File: config.mk
export PLATFORM = sky130hd
export DESIGN_NAME = blue_motion_ctrl
export DESIGN_NICKNAME = d
export VERILOG_FILES = /design/src/rtl/blue_motion_ctrl.sv
export SDC_FILE = /design/constraint.sdc
export NUM_CORES = 1
export LEC_CHECK = 0
export CAP_MARGIN = 10
export CORE_UTILIZATION = 31
export DETAILED_ROUTE_END_ITERATION = 8
export GPL_ROUTABILITY_DRIVEN = 1
export GPL_TIMING_DRIVEN = 0
export PLACE_DENSITY = 0.45
export SKIP_CTS_REPAIR_TIMING = 1
export SYNTH_ARGS = -nofsm -noshare
export SYNTH_HDL_FRONTEND = slang
export SYNTH_SLANG_ARGS = --single-unit
File: constraint.sdc
create_clock -name clk -period 2.47 [get_ports clk]
set_input_delay 0.247 -clock clk [delete_from_list [all_inputs] [get_ports clk]]
set_output_delay 0.247 -clock clk [all_outputs]
set_load 0.02 [all_outputs]
File: src/rtl/blue_motion_ctrl.sv
// ---------------------------------------------------------------------------
// blue_motion_ctrl
// Player-position controller for the blue character. A free-running divider
// produces a one-cycle motion tick. On each tick the controller walks the
// sprite horizontally and advances a GROUND/JUMP/FALL vertical state machine,
// using the collision flags computed from the previous position.
//
// Ports
//   clk           in   1   system clock
//   rst           in   1   asynchronous reset, active-high
//   key_left      in   1   move-left request (level)
//   key_right     in   1   move-right request (level)
//   key_up        in   1   jump request (level)
//   is_Collision  in   4   {left, right, up(head), down(feet)} collision flags
//   x_blue        out  10  sprite top-left x (registered)
//   y_blue        out  9   sprite top-left y (registered)
//   motion_state  out  2   00 GROUND, 01 JUMP, 10 FALL
//   tick          out  1   one-cycle pulse marking the motion-update cycle
// ---------------------------------------------------------------------------
module blue_motion_ctrl #(
    parameter int         TICK_DIV   = 500000,
    parameter int         STEP_X     = 2,
    parameter int         STEP_Y     = 2,
    parameter int         JUMP_TICKS = 20,
    parameter logic [9:0] X_INIT     = 10'd40,
    parameter logic [8:0] Y_INIT     = 9'd300,
    parameter logic [9:0] X_MAX      = 10'd593,
    parameter logic [8:0] Y_MAX      = 9'd439
) (
    input  logic       clk,
    input  logic       rst,
    input  logic       key_left,
    input  logic       key_right,
    input  logic       key_up,
    input  logic [3:0] is_Collision,
    output logic [9:0] x_blue,
    output logic [8:0] y_blue,
    output logic [1:0] motion_state,
    output logic       tick
);

    localparam int CW = $clog2(TICK_DIV);
    localparam int JW = $clog2(JUMP_TICKS + 1);
    localparam logic [CW-1:0] CNT_LAST = CW'(TICK_DIV - 1);
    localparam logic [CW-1:0] CNT_PRE  = CW'(TICK_DIV - 2);
    localparam logic [JW-1:0] JMP_LIM  = JW'(JUMP_TICKS);

    typedef enum logic [1:0] {
        ST_GROUND = 2'b00,
        ST_JUMP   = 2'b01,
        ST_FALL   = 2'b10
    } state_t;

    state_t        state;
    logic [CW-1:0] div_cnt;
    logic [JW-1:0] jump_cnt;
    logic [JW-1:0] jump_cnt_inc;
    logic [9:0]    x_next;
    logic [8:0]    y_up;
    logic [8:0]    y_down;
    logic          go_right;
    logic          go_left;

    // Saturating arithmetic: every sum/difference is formed one bit wider so
    // the carry/borrow is visible, then clamped instead of wrapping.
    function automatic logic [9:0] x_add_sat(input logic [9:0] x);
        logic [10:0] s;
        s = {1'b0, x} + 11'(STEP_X);
        if (s > {1'b0, X_MAX}) return X_MAX;
        else                   return s[9:0];
    endfunction

    function automatic logic [9:0] x_sub_sat(input logic [9:0] x);
        logic [10:0] d;
        d = {1'b0, x} - 11'(STEP_X);
        if (d[10]) return 10'd0;
        else       return d[9:0];
    endfunction

    function automatic logic [8:0] y_add_sat(input logic [8:0] y);
        logic [9:0] s;
        s = {1'b0, y} + 10'(STEP_Y);
        if (s > {1'b0, Y_MAX}) return Y_MAX;
        else                   return s[8:0];
    endfunction

    function automatic logic [8:0] y_sub_sat(input logic [8:0] y);
        logic [9:0] d;
        d = {1'b0, y} - 10'(STEP_Y);
        if (d[9]) return 9'd0;
        else      return d[8:0];
    endfunction

    assign motion_state = state;

    // Candidate next positions; only committed by the FSM on a tick.
    always_comb begin
        go_right     = key_right & ~key_left & ~is_Collision[2];
        go_left      = key_left & ~key_right & ~is_Collision[3];
        y_up         = y_sub_sat(y_blue);
        y_down       = y_add_sat(y_blue);
        jump_cnt_inc = jump_cnt + JW'(1);
        if (go_right) begin
            x_next = x_add_sat(x_blue);
        end else if (go_left) begin
            x_next = x_sub_sat(x_blue);
        end else begin
            x_next = x_blue;
        end
    end

    // Motion tick divider; tick is registered one count early so that it is
    // high exactly while the counter sits at its last value.
    always_ff @(posedge clk or posedge rst) begin
        if (rst) begin
            div_cnt <= '0;
            tick    <= 1'b0;
        end else begin
            if (div_cnt == CNT_LAST) div_cnt <= '0;
            else                     div_cnt <= div_cnt + CW'(1);
            tick <= (div_cnt == CNT_PRE);
        end
    end

    // Position and vertical FSM, updated only on the tick cycle.
    always_ff @(posedge clk or posedge rst) begin
        if (rst) begin
            x_blue   <= X_INIT;
            y_blue   <= Y_INIT;
            state    <= ST_FALL;
            jump_cnt <= '0;
        end else if (tick) begin
            x_blue <= x_next;
            case (state)
                ST_GROUND: begin
                    // Feet checked first: no jump once the floor has gone.
                    if (!is_Collision[0]) begin
                        state <= ST_FALL;
                    end else if (key_up) begin
                        state    <= ST_JUMP;
                        jump_cnt <= '0;
                    end
                end
                ST_JUMP: begin
                    // Head hit wins over the rise limit; y holds that tick.
                    if (is_Collision[1]) begin
                        state <= ST_FALL;
                    end else begin
                        y_blue   <= y_up;
                        jump_cnt <= jump_cnt_inc;
                        if ((jump_cnt_inc >= JMP_LIM) || (y_up == 9'd0)) begin
                            state <= ST_FALL;
                        end
                    end
                end
                ST_FALL: begin
                    if (is_Collision[0]) begin
                        state <= ST_GROUND;
                    end else begin
                        y_blue <= y_down;
                        // Bottom of the screen acts as a floor.
                        if (y_down == Y_MAX) state <= ST_GROUND;
                    end
                end
                default: begin
                    state <= ST_FALL;
                end
            endcase
        end
    end

endmodule
==> results.tsv <==
metric	value	unit
io_buffers	30	
cts_buffers	5	
worstPathRequired	2640	ps
cp.arrival	2510	ps
synth_cells	368	
dp_hpwl	6080	um
row_count	36	
crit_type	reg -> reg	
crit_chain	ha_2, and2_2, nor2_1, o311a_1, or3_1, nor3b_1, a2bb2oi_1	
period_needed	2350	ps
grt_max_degree	27	
postRouteAntennaNets	0	
netlist_area	3250	um2
crit_slowest_cell	dfrtp_1	
n_fill_cell	1021	
clkSinkCount	46	
cp-start-kind	register	
whs	273	ps
die_h	104	um
dp.cells	532	
syn_nets	386	
endpoint_kind	register	
dr_total_vias	2896	
tightestPinTransition	544	ps
first_pass_iters	6	
max_stage_delay	530	ps
die_x	104	um
hold_violations	0	
initial_utilization	32.6	%
clk_pin_slew	90	ps
syn2layout_area_growth	19.3	%
globalplace.congestion	0.856	
yosys_warnings	0	
fmax	426	MHz
final_common_cell	dfrtp_1	
tns	0	ps
drv_slew	0	
pin_count	31	
drt_iter0_drc	201	
register_area	1160	um2
ctsLongestPathBuffers	2	
finish.net_count	424	
route.detailed.drc	0	
antenna_found_initial	0	
vias_per_cell	5.36	
worstPathMaxFanout	7	
insertion_delay	310	ps
antenna_cells	0	
holdCritPathClass	in -> async	
clock_skew	7.67	ps
setup_viol	0	
synth_edf_count	0	
htree_levels	2	
pwr_density_cell	358	nW/um2
detail_route.wl_per_cell	15.5	um
syn_area_per_cell	8.82	um2
timing.rr.start	x_blue[2]	
die-area	10900	um2
ys_ff_latch	46	
max-slew-margin-rel	63.5	%
ys_types	69	
multiInputGateArea	1970	um2
drive_above_1_share	12.8	%
grt_pass1_wl	13800	um
clock-root-buffer	clkbuf_8	
grt_usage	15.7	%
grt_pass1_vias	2679	
core_region_area	9950	um2
fin_util	38.9	%
final_cells	540	
ff2ff_path_depth	7	
wl	8360	um
final_cell_mix	38 x dfrtp_1, 37 x nor2_1, 30 x clkdlybuf4s50_1	
leakage	1.50	nW
r2r_end	x_blue[0]	
irDropWorstVdd	0.000168	V
post-route-period-util	95.1	%
drv_cap	0	
synth_ff_type	dfrtp_1	
cts_tree	built	
status	finished, final reports clean	
synthArstFlopShare	100	%
ys_seq_area_share	35.7	%
reg2reg_slack	120	ps
grt-ovfl-total	0	
stage by stage:
stage               power [mW]  cell area [um2]  worst slack [ps]
global placement         0.821             3710              2.53
global route              1.45             3870             -1.10
detailed placement       0.824             3730              17.1
floorplan                0.793             3250               269
CTS                       1.41             3840             -2.82
finish                    1.39             3870               121
worst max-delay path: cells and delay by family (launching register included):
| kind | cells | cell delay, ps |
|---|---|---|
| compound gates | 2 | 470 |
| flops | 1 | 530 |
| fa+ha+maj | 1 | 310 |
| simple gates | 4 | 880 |
kinds of logic after synthesis:
kind of cell	count (synthesis)	share of synthesized area [%]
fa+ha+maj	9	3.47
buf+inv	31	4.55
flops	46	35.7
mux	7	2.58
simple gates	153	26.8
compound gates	99	20.6
xor+xnor	23	6.21
area by class of cell:
cell class	instances	area share (%)
Multi-Input combinational cell	291	50.8
Sequential cell	46	30.0
Timing Repair Buffer	31	8.27
Tap cell	133	4.30
Buffer	18	2.55
Clock buffer	6	1.87
Inverter	13	1.26
Clock inverter	2	0.969
state kept, by name, summed over array words and instances, names as in the netlist:
signal / count
div_cnt: 19
jump_cnt: 5
motion_state: 2
tick: 1
x_blue: 10
y_blue: 9
Yosys cell counts, types with 3 or more instances:
cell type,instances,share of area [%]
a21oi_1,14,2.2
a31oi_1,7,1.3
and2_1,7,1.3
and3_1,7,1.3
and4_1,3,0.81
buf_2,6,0.93
buf_4,4,0.93
clkbuf_1,6,0.69
dfrtp_1,39,30
dfstp_2,7,5.7
ha_1,9,3.5
inv_1,13,1.5
mux2i_1,5,1.5
nand2_1,29,3.4
nand3_1,19,2.9
nand3b_1,4,0.93
nand4_1,8,1.5
nor2_1,37,4.3
nor3_1,7,1.1
nor3b_1,6,1.4
o211ai_1,6,1.4
o21ai_0,22,3.4
o21ai_1,8,1.2
o221ai_1,5,1.3
o31ai_1,5,1.2
xnor2_1,13,3.5
xor2_1,10,2.7
layer usage:
metal  GRT usage (%)  vias up  wire length [um]
met5               0        -                 0
met4            4.69        0                90
met3            2.82       10               392
met2            22.8       76              3650
met1            23.4     1375              4220
li1                -     1435                 -
how the worst max path moves through the flow:
stage,cells after the start,slack (ps),start,endpoint
floorplan,7,270,x_blue[1],x_blue[0]
global route,7,-1,x_blue[2],x_blue[0]
detailed placement,8,20,y_blue[2],y_blue[6]
finish,7,120,x_blue[2],x_blue[0]
CTS,8,-3,y_blue[2],y_blue[6]
global placement,2,3,rst,x_blue[2]
power breakdown:
part	total (mW)	switching, mW	internal [mW]
sequential	0.753	0	0.753
clock	0.578	0.276	0.302
combinational	0.0552	0.0341	0.0211
No activity file was read; power rests on OpenSTA's default activity.
